File: src/rtl/battle_pkg.sv
// Shared battle datapath constants: default move table, roll scaling, LFSR width, FSM states.
package battle_pkg;
    localparam int LFSR_W    = 4;
    localparam int ACC_SCALE = 10;
    localparam int CRIT_ROLL = 15;

    localparam logic [15:0] DEF_DMG_TABLE = {4'd11, 4'd5, 4'd3, 4'd1};
    localparam logic [15:0] DEF_ACC_TABLE = {4'd3, 4'd7, 4'd8, 4'd10};

    typedef enum logic [1:0] {
        ST_IDLE = 2'd0,
        ST_ROLL = 2'd1,
        ST_RESP = 2'd2
    } state_t;
endpackage

File: src/rtl/battle_lfsr.sv
// 4-bit Fibonacci LFSR with enable; o_next is the value the register takes when enabled.
module battle_lfsr
    import battle_pkg::*;
#(
    parameter logic [LFSR_W-1:0] SEED = 4'b0001
) (
    input  logic              i_clk,
    input  logic              i_rst_n,
    input  logic              i_en,
    output logic [LFSR_W-1:0] o_state,
    output logic [LFSR_W-1:0] o_next
);
    assign o_next = {o_state[LFSR_W-2:0], o_state[LFSR_W-1] ^ o_state[LFSR_W-2]};

    always_ff @(posedge i_clk or negedge i_rst_n) begin
        if (!i_rst_n)  o_state <= SEED;
        else if (i_en) o_state <= o_next;
    end
endmodule

File: src/rtl/move_resolver.sv
// Sequential move resolver: request handshake, PP bookkeeping, LFSR hit/crit roll,
// registered result handshake. IDLE -> ROLL -> RESP -> IDLE.
module move_resolver
    import battle_pkg::*;
#(
    parameter int                         NUM_MOVES = 4,
    parameter int                         SEL_W     = $clog2(NUM_MOVES),
    parameter int                         DMG_W     = 4,
    parameter logic [NUM_MOVES*DMG_W-1:0] DMG_TABLE = DEF_DMG_TABLE,
    parameter logic [NUM_MOVES*4-1:0]     ACC_TABLE = DEF_ACC_TABLE,
    parameter int                         PP_W      = 3,
    parameter int                         PP_INIT   = 5,
    parameter logic [LFSR_W-1:0]          LFSR_SEED = 4'b0001
) (
    input  logic             clk,
    input  logic             resetn,
    input  logic             req_valid,
    output logic             req_ready,
    input  logic [SEL_W-1:0] move_sel,
    input  logic             pp_reload,
    output logic             res_valid,
    input  logic             res_ready,
    output logic [DMG_W-1:0] res_dmg,
    output logic             res_hit,
    output logic             res_crit,
    output logic             res_no_pp,
    output logic [PP_W-1:0]  pp_left
);
    state_t                            r_state;
    logic [SEL_W-1:0]                  r_sel;
    logic                              r_nopp;
    logic [PP_W-1:0]                   r_pp_after;
    logic [NUM_MOVES-1:0][PP_W-1:0]    r_pp;
    logic [NUM_MOVES-1:0][PP_W-1:0]    w_pp_eff;
    logic [NUM_MOVES-1:0][PP_W-1:0]    w_pp_next;
    logic [PP_W-1:0]                   w_cur;
    logic                              w_accept, w_sel_ok;
    logic [LFSR_W-1:0]                 w_lfsr, w_roll, w_m;
    logic [3:0]                        w_acc;
    logic [DMG_W-1:0]                  w_base, w_dmg;
    logic [DMG_W:0]                    w_dbl;
    logic                              w_hit, w_crit;

    assign req_ready = (r_state == ST_IDLE);
    assign res_valid = (r_state == ST_RESP);
    assign w_accept  = req_valid && req_ready;
    assign w_sel_ok  = int'(move_sel) < NUM_MOVES;

    // Reload applies before the accept's decrement, so a coincident pull ends at PP_INIT-1.
    always_comb begin
        w_pp_eff  = '0;
        w_pp_next = '0;
        w_cur     = '0;
        for (int i = 0; i < NUM_MOVES; i++)
            w_pp_eff[i] = pp_reload ? PP_W'(PP_INIT) : r_pp[i];
        w_pp_next = w_pp_eff;
        if (w_sel_ok) w_cur = w_pp_eff[move_sel];
        if (w_accept && w_cur != '0) w_pp_next[move_sel] = w_cur - PP_W'(1);
    end

    battle_lfsr #(.SEED(LFSR_SEED)) u_lfsr (
        .i_clk   (clk),
        .i_rst_n (resetn),
        .i_en    ((r_state == ST_ROLL) && !r_nopp),
        .o_state (w_lfsr),
        .o_next  (w_roll)
    );

    // Roll decode works from values latched at accept, so a reload during ROLL can't leak in.
    always_comb begin
        w_m    = (w_roll >= LFSR_W'(ACC_SCALE)) ? w_roll - LFSR_W'(ACC_SCALE) : w_roll;
        w_acc  = ACC_TABLE[int'(r_sel)*4 +: 4];
        w_base = DMG_TABLE[int'(r_sel)*DMG_W +: DMG_W];
        w_hit  = !r_nopp && (w_m < w_acc);
        w_crit = w_hit && (w_roll == LFSR_W'(CRIT_ROLL));
        w_dbl  = {w_base, 1'b0};
        if (!w_hit)              w_dmg = '0;
        else if (!w_crit)        w_dmg = w_base;
        else if (w_dbl[DMG_W])   w_dmg = '1;
        else                     w_dmg = w_dbl[DMG_W-1:0];
    end

    always_ff @(posedge clk or negedge resetn) begin
        if (!resetn) begin
            r_state    <= ST_IDLE;
            r_sel      <= '0;
            r_nopp     <= 1'b0;
            r_pp_after <= '0;
            res_dmg    <= '0;
            res_hit    <= 1'b0;
            res_crit   <= 1'b0;
            res_no_pp  <= 1'b0;
            pp_left    <= '0;
            for (int i = 0; i < NUM_MOVES; i++) r_pp[i] <= PP_W'(PP_INIT);
        end else begin
            r_pp <= w_pp_next;
            case (r_state)
                ST_IDLE: if (w_accept) begin
                    r_sel      <= w_sel_ok ? move_sel : '0;
                    r_nopp     <= (w_cur == '0);
                    r_pp_after <= (w_cur == '0) ? '0 : w_cur - PP_W'(1);
                    r_state    <= ST_ROLL;
                end
                ST_ROLL: begin
                    res_dmg   <= w_dmg;
                    res_hit   <= w_hit;
                    res_crit  <= w_crit;
                    res_no_pp <= r_nopp;
                    pp_left   <= r_pp_after;
                    r_state   <= ST_RESP;
                end
                ST_RESP: if (res_ready) r_state <= ST_IDLE;
                default: r_state <= ST_IDLE;
            endcase
        end
    end
endmodule

File: config.mk
export PLATFORM = sky130hd
export DESIGN_NAME = move_resolver
export DESIGN_NICKNAME = d
export VERILOG_FILES = /design/src/rtl/battle_pkg.sv /design/src/rtl/battle_lfsr.sv /design/src/rtl/move_resolver.sv
export SDC_FILE = /design/constraint.sdc
export NUM_CORES = 1
export LEC_CHECK = 0
export BUFFER_PORTS_ARGS = -buffer_cell sky130_fd_sc_hd__buf_4
export CAP_MARGIN = 10
export CORE_ASPECT_RATIO = 0.7
export CORE_MARGIN = 10
export CORE_UTILIZATION = 55
export CTS_CLUSTER_SIZE = 30
export DETAILED_ROUTE_END_ITERATION = 6
export GPL_TIMING_DRIVEN = 0
export PLACE_DENSITY = 0.85
export SLEW_MARGIN = 20
export SYNTH_ARGS = -nofsm -noshare
export SYNTH_HDL_FRONTEND = slang
export SYNTH_SLANG_ARGS = --single-unit
export TNS_END_PERCENT = 50
File: constraint.sdc
create_clock -name clk -period 4 [get_ports clk]
set_clock_uncertainty 0.1 [all_clocks]
set_input_delay 0.8 -clock clk [delete_from_list [all_inputs] [get_ports clk]]
set_output_delay 0.8 -clock clk [all_outputs]
set_load 0.01 [all_outputs]
== Word-level counts from Yosys, hierarchy flattened ==
Cells that the tools add are included.

* $add $sub $neg: 2
* Multipliers: 0
* Divide/modulo/power cells: 0
* Magnitude comparators: 4
* Equality and inequality tests: 5
* Shift operators: 2
* Multiplexer cells: 18
* Bitwise gates (word level): 1
* Reductions and logical operators: 12

{| class="wikitable"
|+ Operators by type and width
! cell !! number
|-
| 16-bit by 5-bit variable part select with 4-bit output, first input constant || 2
|-
| 3-bit two-way mux || 7
|-
| 4-bit two-way mux || 4
|-
| 12-bit bitwise mux || 1
|-
| 12-bit two-way mux || 1
|-
| 3-bit binary-select mux with 2-bit select || 1
|-
| 3-bit demux with 2-bit select || 1
|-
| 1-bit logical AND || 6
|-
| 2-bit case mux with 3 select lines || 1
|-
| 4-bit == test, second input constant || 1
|-
| 4-bit >= comparator, second input constant || 1
|-
| 4-bit less-than comparator || 1
|-
| 2-bit two-way mux || 2
|-
| 2-bit by 1-bit != test with 1-bit output, second input constant || 2
|-
| 2-bit AND reduction || 2
|-
| 4-bit subtractor, second input constant || 1
|-
| 3-bit zero test || 1
|-
| 2-bit by 3-bit less-than comparator with 1-bit output, second input constant || 1
|-
| 3-bit nonzero test || 1
|-
| 3-bit by 1-bit subtractor with 3-bit output, second input constant || 1
|-
| 2-bit by 1-bit == test with 1-bit output, second input constant || 1
|-
| 2-bit == test, second input constant || 1
|-
| 2-bit by 1-bit >= comparator with 1-bit output, second input constant || 1
|-
| 2-bit zero test || 1
|-
| other kinds (2) || 2
|}

* Bits in registers: 34
* Bits in latches: 0
* Bits in writable memories: 0
* Memory bits (read-only): 0
* Bits of input ports: 7
* Output and inout bits: 12
* Word-level logic and storage cells: 58
* Memories: 0

== Depth between registers and ports, before layout ==
* Depth after elaboration: 8
* Mapped depth: 11
* Depth with buffers taken out: 9

== Modules after synthesis ==
From an unflattened synthesis, not the netlist that was laid out.

* Cell total of the unflattened synthesis: 177
* Area, all modules: 1831.8 sq um

{| class="wikitable"
|+ Modules (own cells, without submodules)
! module !! times used !! cells each !! area each (sq um) !! seq. area each (sq um)
|-
| move_resolver || 1 || 165 || 1650.3 || 760.7
|-
| battle_lfsr || 1 || 12 || 181.4 || 101.3
|}

== Worst setup path after synthesis ==
Ideal clock, no wire load.

* Path kind: input port to flip-flop
* Start: in move_sel[1]
* End: reg r_pp[9] (netlist bit)
* Library setup time: 0.075 ns
* Arrival time: 2.537 ns
* Data required time: 3.825 ns
* Path slack: 1.288 ns
* Stages: 10
* Buffers on the path: 2
* Path through: buf_2 > mux2i_1 > mux2i_1 > or2_2 > inv_1 > ha_1 > clkbuf_1 > nand2b_1 > o21ai_0 > a2bb2oi_1

{| class="wikitable"
|+ RTL lines
! what !! RTL line !! text
|-
| start: declaration || move_resolver.sv:19 || <nowiki>input logic [SEL_W-1:0] move_sel,</nowiki>
|-
| end signal: assignment || move_resolver.sv:96 || <nowiki>r_pp <= w_pp_next;</nowiki>
|-
| end: declaration || move_resolver.sv:33 || <nowiki>logic [NUM_MOVES-1:0][PP_W-1:0] r_pp;</nowiki>
|}

==> metrics.md <==
| Metric | Value |
|---|---|
| Max incr delay on CP | `0.41 ns` |
| RSZ-0062 raised after global routing | `false` |
| FF-to-FF End | `res_dmg[0]` |
| Filler cell count | `275` |
| Final min period | `2.88 ns` |
| CTS tree | `done` |
| CTS max path bufs | `2` |
| Rel. slew slack | `58.7%` |
| Fin util | `65.4%` |
| Resize count post-CTS | `0` |
| Sequential area share after synthesis | `47.7%` |
| First-pass GRT wire length | `6760 um` |
| Clock transition at path regs | `0.07 ns` |
| DRC marker count from the first detailed-route iteration | `101` |
| Peak supply drop | `0.280 mV` |
| Worst path buffer plus inverter count | `4` |
| CTS buffer count | `5` |
| Worst Path Max Fanout | `10` |
| Area Overhead vs Synth | `13.9%` |
| Min-delay worst type | `input port to asynchronous set/reset pin` |
| Vias in the first global route | `1,376` |
| Die Wd | `88.5 um` |
| Peak Freq | `0.347 GHz` |
| DR vias/cell | `5.91` |
| Power density over the cells | `518 nW/um^2` |
| Worst Max-Slew Pin Slew | `0.613 ns` |
| Yosys warnings | `0` |
| Hpwl dp | `2980 um` |
| Initial antenna violation count | `0` |
| Final Slew Violations | `0` |
| Drt first pass iters | `5` |
| Area occupied by multi-input gates | `851 sq um` |
| WL final | `3970 um` |
| Setup TNS | `0 ns` |
| Leakage | `0.921 nW` |
| Post-route ant nets | `0` |
| EDFF count, synth | `0` |
| Setup slack, reg-to-reg | `1.60 ns` |
| Crit-path cells | `buf_4 > clkbuf_1 > clkbuf_1 > nand2b_1 > ha_1 > clkbuf_1 > nand2b_1 > o21ai_0 > a2bb2oi_1` |
| Design area | `2060 sq um` |
| CTS root buffer | `clkbuf_8` |
| Buffers added on ports | `16` |
| Critical path's slowest cell | `clkbuf_1` |
| WP data required | `4.11 ns` |
| Syn nets | `189` |
| WL/cell | `16.7 um` |
| Worst Hold Margin | `0.335 ns` |
| Top Ports | `19` |
| Max Cap Viol | `0` |
| R2r worst-path depth | `8` |
| Total global routing overflow | `0` |
| Post-synth cell types | `45` |
| Post-CTS Hold Buffers | `0` |
| Worst setup EP type | `flop` |
| Final GP Congestion | `0.893` |
| Share of cells above drive strength 1 | `25.0%` |
| Initial Utilization | `57.4%` |
| Setup violations, final | `0` |
| Ant. Diodes | `0` |
| Final Hold Viols | `0` |
| Residual DRC | `0` |
| Setup WS post-layout | `1.12 ns` |
| Seq cells post-synth | `34` |
| Post-CTS Setup Inserts | `0` |
| Vias post-DR | `1,407` |
| Post-synth ARST share | `100%` |
| All-Layer GR Usage | `14.6%` |
| Launching point of the worst reg2reg path | `u_lfsr.o_state[0]` |
| CP delay by family, top | `buffers and inverters` |
| FP Rows | `17` |
| Mapped Area | `1810 sq um` |
| Most used cell, CP | `clkbuf_1` |
| Setup Slack @ Placement | `0.873 ns` |
| Critical path arrival | `3.00 ns` |
| Post-route clock period utilization | `72.1%` |
| Clk sink count | `34` |
| Seq. cell area | `862 sq um` |
| # H-tree levels | `2` |
| Gate count of the mapped netlist | `176` |
| Status | `completed` |
| Nets | `212` |
| DP Area | `1970 sq um` |
| Die height | `68.0 um` |
| Largest net degree at the start of global routing | `35` |
| Die area | `6010 sq um` |
| Critical path class | `input port to flop` |
| Worst-skew pair later-pin latency | `0.29 ns` |
| Syn avg cell area | `10.3 sq um` |
| Worst setup SP type | `input port` |
| Core area | `3150 sq um` |
| Synth Flop Type | `dfrtp_1` |
## stage by stage
step / power, mW / cells
final: 1.07 / 238
after global routing: 1.13 / 238
after CTS: 1.07 / 238
after detailed placement: 0.825 / 230
after global placement: 0.804 / 230
after floorplan: 0.677 / 176
## worst max path at each step
| stage | cells after the start | endpoint | from | slack [ns] |
|---|---|---|---|---|
| final | 9 | r_pp[9] | pp_reload | 1.12 |
| after global routing | 9 | r_pp[9] | pp_reload | 0.88 |
| after CTS | 9 | r_pp[9] | pp_reload | 1.16 |
| after detailed placement | 9 | r_pp[9] | pp_reload | 0.87 |
| after global placement | 9 | r_pp[9] | pp_reload | 0.91 |
| after floorplan | 10 | r_pp[9] | move_sel[1] | 1.29 |
## cell usage after synthesis (all sizes together), types with 3 or more instances
cell	n	area (sq um)
ha	6	75.1
dfrtp	25	626
dfstp	9	236
o21ai	16	80.1
a21oi	8	40.0
o21a	3	22.5
mux2	8	90.1
o31ai	4	30.0
nand2b	8	50.1
nand2	15	56.3
nor2	17	71.3
nor3	3	20.0
inv	11	41.3
buf	4	32.5
clkbuf	4	15.0
mux2i	6	60.1
## cells by family (layout without fill, tap and decap cells)
kind of cell | Yosys count | in the layout | synth area share, %
XOR/XNOR | 1 | 1 | 0.485
multiplexers | 16 | 16 | 10.8
buffers and inverters | 20 | 44 | 5.19
flip-flops | 34 | 34 | 47.7
AO/OA/AOI/OAI | 42 | 42 | 14.7
AND/OR/NAND/NOR | 57 | 57 | 17.0
adder cells (fa/ha/maj) | 6 | 6 | 4.16
## state kept, by name (all words and copies together), names as in the netlist
register	flops
pp_left	3
res_hit	1
r_nopp	1
res_no_pp	1
r_pp	12
res_dmg	4
r_state	2
res_crit	1
r_pp_after	3
r_sel	2
u_lfsr.o_state	4
## worst register-to-register path: cells and delay by family (launching register included)
| family | cells | cell delay (ns) |
|---|---|---|
| adder cells (fa/ha/maj) | 2 | 0.45 |
| buffers and inverters | 1 | 0.08 |
| flip-flops | 1 | 0.57 |
| AO/OA/AOI/OAI | 5 | 1.05 |
## cells in the final DEF, fill, tap and decap left out, types with 2 or more instances in the layout
cell type   n
a21oi_1     8
inv_1      11
nand2b_1    8
buf_6       2
dfstp_2     9
buf_4      16
nor2_1     16
nand2_1    15
mux2i_1     6
o21a_1      3
nor2b_1     2
nor3_1      2
nand3_1     2
ha_1        6
mux4_2      2
buf_2       2
clkbuf_1    6
nand4b_1    2
o21ai_1     2
o31ai_1     4
o21ai_0    14
dfrtp_1    25
clkbuf_8    5
mux2_2      8
## per-layer routing
metal / global-route usage (%) / vias to the layer above / share of wire (%)
met3: 5.10 / 9 / 8.4
met4: 6.63 / 0 / 1.4
li1: - / 664 / -
met1: 20.1 / 685 / 49
met5: 0 / - / 0
met2: 20.1 / 49 / 42
## layout make-up
cell class,count,share of cell area (%)
Clock inverter,1,0.365
Buffer,8,2.31
Inverter,12,2.25
Clock buffer,7,3.71
Tap cell,38,2.31
Sequential cell,34,41.9
Timing Repair Buffer,16,5.84
Multi-Input combinational cell,122,41.3
## power by group
group | internal, mW | switching (mW) | total [mW]
logic | 0.155 | 0.194 | 0.349
registers | 0.419 | 0.0466 | 0.466
clock network | 0.123 | 0.129 | 0.252
(Power assumes the default switching activity.)
